## src/rtl/uart_pkg.sv

```systemverilog
// rtl/uart_pkg.sv - shared UART types and constants for the tx/rx pair
package uart_pkg;

    localparam int UART_DATA_W            = 8;
    localparam int UART_CNT_BAUD_MAX      = 5207;
    localparam int UART_CNT_HALF_BAUD_MAX = UART_CNT_BAUD_MAX / 2;

    typedef enum logic [2:0] {
        IDLE   = 3'd0,
        START  = 3'd1,
        DATA   = 3'd2,
        PARITY = 3'd3,
        STOP   = 3'd4
    } uart_state_e;

    function automatic logic uart_parity(input logic [UART_DATA_W-1:0] data, input logic odd);
        return (^data) ^ odd;
    endfunction

endpackage

```

## src/rtl/uart_baud_cnt.sv

```systemverilog
// rtl/uart_baud_cnt.sv - enable-gated 0..CNT_MAX bit-time counter with bit_end tick
module uart_baud_cnt #(
    parameter int CNT_MAX = 5207,
    parameter int CNT_W   = $clog2(CNT_MAX + 1)
) (
    input  logic clk,
    input  logic rst,
    input  logic en,
    output logic bit_end
);

    localparam logic [CNT_W-1:0] MAX_V = CNT_W'(CNT_MAX);

    logic [CNT_W-1:0] cnt;

    assign bit_end = en && (cnt == MAX_V);

    // Held at zero while disabled so every enabled span starts a fresh bit time.
    always_ff @(posedge clk or posedge rst) begin
        if (rst) begin
            cnt <= '0;
        end else if (!en || bit_end) begin
            cnt <= '0;
        end else begin
            cnt <= cnt + CNT_W'(1);
        end
    end

endmodule

```

## src/rtl/uart_tx.sv

```systemverilog
// rtl/uart_tx.sv - byte-wide UART transmitter with optional parity and 1/2 stop bits
module uart_tx
    import uart_pkg::*;
#(
    parameter int CNT_BAUD_MAX = UART_CNT_BAUD_MAX,
    parameter int PARITY_EN    = 0,
    parameter int PARITY_ODD   = 0,
    parameter int STOP_BITS    = 1
) (
    input  logic                   clk,
    input  logic                   rst,
    input  logic [UART_DATA_W-1:0] pi_data,
    input  logic                   pi_flag,
    output logic                   pi_ready,
    output logic                   tx,
    output logic                   busy,
    output logic                   tx_done
);

    localparam logic [2:0] S_IDLE   = IDLE;
    localparam logic [2:0] S_START  = START;
    localparam logic [2:0] S_DATA   = DATA;
    localparam logic [2:0] S_PARITY = PARITY;
    localparam logic [2:0] S_STOP   = STOP;

    localparam logic PAR_ODD   = (PARITY_ODD != 0);
    localparam logic STOP_LAST = (STOP_BITS == 2);

    logic [2:0]             state;
    logic [UART_DATA_W-1:0] shift;
    logic [2:0]             bit_idx;
    logic                   stop_cnt;
    logic                   parity;
    logic                   bit_end;

    assign pi_ready = (state == S_IDLE);
    assign busy     = !pi_ready;

    uart_baud_cnt #(
        .CNT_MAX(CNT_BAUD_MAX)
    ) u_baud_cnt (
        .clk    (clk),
        .rst    (rst),
        .en     (state != S_IDLE),
        .bit_end(bit_end)
    );

    // tx is loaded with the level of the state being entered, so the line
    // changes on the same edge as the state and stays a clean flop output.
    always_ff @(posedge clk or posedge rst) begin
        if (rst) begin
            state    <= S_IDLE;
            shift    <= '0;
            bit_idx  <= '0;
            stop_cnt <= 1'b0;
            parity   <= 1'b0;
            tx       <= 1'b1;
            tx_done  <= 1'b0;
        end else begin
            tx_done <= 1'b0;
            case (state)
                S_IDLE: begin
                    tx <= 1'b1;
                    if (pi_flag) begin
                        shift    <= pi_data;
                        parity   <= uart_parity(pi_data, PAR_ODD);
                        bit_idx  <= '0;
                        stop_cnt <= 1'b0;
                        state    <= S_START;
                        tx       <= 1'b0;
                    end
                end
                S_START: begin
                    if (bit_end) begin
                        state <= S_DATA;
                        tx    <= shift[0];
                    end
                end
                S_DATA: begin
                    if (bit_end) begin
                        shift <= shift >> 1;
                        if (bit_idx == 3'd7) begin
                            if (PARITY_EN != 0) begin
                                state <= S_PARITY;
                                tx    <= parity;
                            end else begin
                                state <= S_STOP;
                                tx    <= 1'b1;
                            end
                        end else begin
                            bit_idx <= bit_idx + 3'd1;
                            tx      <= shift[1];
                        end
                    end
                end
                S_PARITY: begin
                    if (bit_end) begin
                        state <= S_STOP;
                        tx    <= 1'b1;
                    end
                end
                S_STOP: begin
                    tx <= 1'b1;
                    if (bit_end) begin
                        if (stop_cnt == STOP_LAST) begin
                            state   <= S_IDLE;
                            tx_done <= 1'b1;
                        end else begin
                            stop_cnt <= 1'b1;
                        end
                    end
                end
                default: begin
                    state <= S_IDLE;
                    tx    <= 1'b1;
                end
            endcase
        end
    end

endmodule

```

## config.mk

```make
export PLATFORM = sky130hd
export DESIGN_NAME = uart_tx
export DESIGN_NICKNAME = d
export VERILOG_FILES = /design/src/rtl/uart_pkg.sv /design/src/rtl/uart_baud_cnt.sv /design/src/rtl/uart_tx.sv
export SDC_FILE = /design/constraint.sdc
export NUM_CORES = 1
export LEC_CHECK = 0
export ABC_AREA = 1
export CAP_MARGIN = 40
export CORE_MARGIN = 2
export CORE_UTILIZATION = 25
export DETAILED_ROUTE_END_ITERATION = 10
export HOLD_SLACK_MARGIN = 0.15
export PLACE_DENSITY_LB_ADDON = 0.1
export SYNTH_ARGS = -nofsm -noshare
export SYNTH_HDL_FRONTEND = slang
export SYNTH_HIERARCHICAL = 1
export SYNTH_SLANG_ARGS = --single-unit
export TNS_END_PERCENT = 1
```

## constraint.sdc

```tcl
create_clock -name clk -period 2.1 [get_ports clk]
set_clock_uncertainty 0.2 [all_clocks]
set_input_delay 0.21 -clock clk [delete_from_list [all_inputs] [get_ports clk]]
set_output_delay 0.21 -clock clk [all_outputs]
set_load 0.05 [all_outputs]
```

==> run metrics <==
CTS buffer count 5; critical path's top delay family buffers and inverters; largest cells by area after synthesis dfrtp_1 42%, nand2_1 13%, nor2_1 7.6%, inv_1 6.3%, o21ai_2 4.7%; Req. time, crit path between 1500 and 2000 ps; Setup TNS 0 ps; first-pass GRT wire length approximately 6500 um; final period utilization 0.960; Least-Margin Pin Slew ~540 ps; initial antenna violation count 0; Clock Root Buffer clkbuf_8; layout cells sized above 1 0.174; Setup CP Type reg -> out; via count around 1,400; Critical Path, Cell by Cell clkdlybuf4s50_1; Setup-failing EPs final 0; starting density of the core 0.262; RSZ-0062 raised after global routing false; Remaining Overflow, GRT 0; Layout Nets between 200 and 300; deepest clock path buffer count 2; DR pass1 iterations 4; HPWL after detailed placement 2670 um; die area around 7400 um^2; Crit Reg-Reg Startpoint u_baud_cnt/cnt[0]; Die Wd between 80 and 90 um; final RePlAce weighted congestion between 0.7 and 0.8; Area Overhead vs Synth 19.3%; Antenna Nets Post-Route 0; FILL cells ~700; Buf/Inv on CP 1; IR drop worst, VDD around 0.00018 V; die height ~86 um; Tmin final between 2000 and 2500 ps; CTS tree yes; area of the core around 6400 um^2; MaxCap Viol Count 0; Mapped Area approximately 1700 um^2; pwr dens 533 nW/um^2; status finished, final reports clean; largest net degree at the start of global routing 18; HP Start bit_idx[1]; gr usage total 0.113; drt drc 0; max_slew headroom 0.639; H-Tree Depth 2; input/output buffers 14; n_diodes 0; Fmax achieved 496 MHz; vias in the first global route 1,352; hold slack 279 ps; Post-Syn Instances ~220; crit-path max cell delay a little under 800 ps; synthesized net count about 230; Synth cell types 24; Synth Area per Inst approximately 7.7 um^2; FF+latch count, synth 29; Ys Warns 6; final hold vios 0; IO Count 15; drt via density around 4.3; critical path arrival roughly 1600 ps; top-area cell type share of the netlist area 0.417; peak fanout along the critical path 2; routed len/inst about 11 um; Leak 0.987 nW; final wirelength around 3600 um; max-slew violation count 0; Worst Setup End Kind output port; crit path launch type flop; Sink Count 29; row cnt 29; type of the tightest min-delay check reg -> reg; final core occ 0.312; crit path from tx; Initial DRC Count 52; CP max-delay cell clkdlybuf4s50_1; clk_lat worst skew between 200 and 300 ps; clk slew on worst S/H paths ~70 ps; Seq/Total Area, Yosys 0.433; area leader, netlist dfrtp_1
[where the power goes]
group / switching (W) / internal, W
Clock: 0.000238 / 0.000228
Combinational: 0.0000194 / 0.0000229
Sequential: 0 / 0.000558
[through the flow]
stage               std cells  cell area [um^2]  worst slack (ps)  total power [W]
detailed placement        310              1900               192         0.000612
global placement          310              1900               206         0.000612
global route              319              2000              27.8          0.00112
CTS                       319              2000              71.1          0.00109
floorplan                 219              1680               274         0.000585
finish                    319              2000              83.7          0.00107
[routing by layer]
metal  global-route usage  routed length (um)
met1                0.150                1800
met2                0.168                1600
met3               0.0356                 113
met4               0.0519                  71
met5                    0                   0
[final timing paths]
path,to,slack (ps),cells past startpoint
setup / recovery,tx,80,1
hold / removal,bit_idx[1],280,2
setup reg to reg,state[1],270,11
hold reg to reg,bit_idx[1],280,2
max in group asynchronous,u_baud_cnt/cnt[0],660,3
min in group asynchronous,bit_idx[1],610,4
[final cells by class]
class / count / area [um^2] / area share
sequential: 29 / 728 / 0.363
multi-input combinational: 154 / 790 / 0.394
inverter: 33 / 124 / 0.0618
timing repair buffer: 18 / 180 / 0.0899
tap: 77 / 96.3 / 0.0481
clock inverter: 3 / 17.5 / 0.00874
clock buffer: 5 / 68.8 / 0.0343
[cells in the mapped netlist]
cell type  count
a21oi_1        1
buf_12         1
buf_6          2
dfrtp_1       28
dfstp_2        1
ha_1           3
inv_1         28
inv_2          5
nand2_1       60
nand2_2        4
nand2_4        3
nand3_1       15
nand3_2        2
nand3b_1       1
nand4_1        5
nor2_1        34
nor2_2         2
nor2_4         1
nor3_1         2
o21ai_0        1
o21ai_1        4
o21ai_2        9
xnor2_1        2
xor2_1         5
[kinds of logic (layout without fill, tap and decap cells)]
kind of cell | after synthesis | after routing | synth area share
compound gates | 15 | 15 | 0.0648
fa+ha+maj | 3 | 3 | 0.0223
xor+xnor | 7 | 7 | 0.0365
flops | 29 | 29 | 0.433
buf+inv | 36 | 59 | 0.0990
simple gates | 129 | 129 | 0.345
[flip-flops by register name, indices dropped and copies added (netlist names)]
| name | cells |
|---|---|
| state | 3 |
| tx_done | 1 |
| shift | 8 |
| u_baud_cnt/cnt | 13 |
| tx | 1 |
| bit_idx | 3 |
[layout by cell type, fill, tap and decap left out]
cell	netlist	layout
a21oi_1	1	1
buf_12	1	1
buf_4	0	4
clkbuf_8	0	5
clkdlybuf4s50_1	0	12
clkinv_2	0	2
clkinvlp_4	0	1
dfrtp_1	28	27
dfrtp_2	0	1
dfstp_2	1	1
dlygate4sd3_1	0	1
ha_1	3	3
inv_1	28	28
inv_2	5	5
nand2_1	60	60
nand2_2	4	4
nand2_4	3	3
nand3_1	15	15
nand3_2	2	2
nand3b_1	1	1
nand4_1	5	5
nor2_1	34	33
nor2_2	2	3
nor2_4	1	1
nor3_1	2	2
o21ai_0	1	1
o21ai_1	4	4
o21ai_2	9	9
xnor2_1	2	2
xor2_1	5	5
[timing repair]
action                     4_1_cts  5_1_grt
resized for setup                0        2
setup endpoints to repair        0       13
buffers inserted                 0        0
hold endpoints to repair        28        0
hold buffers                     1        0
No activity file was read; power rests on OpenSTA's default activity.
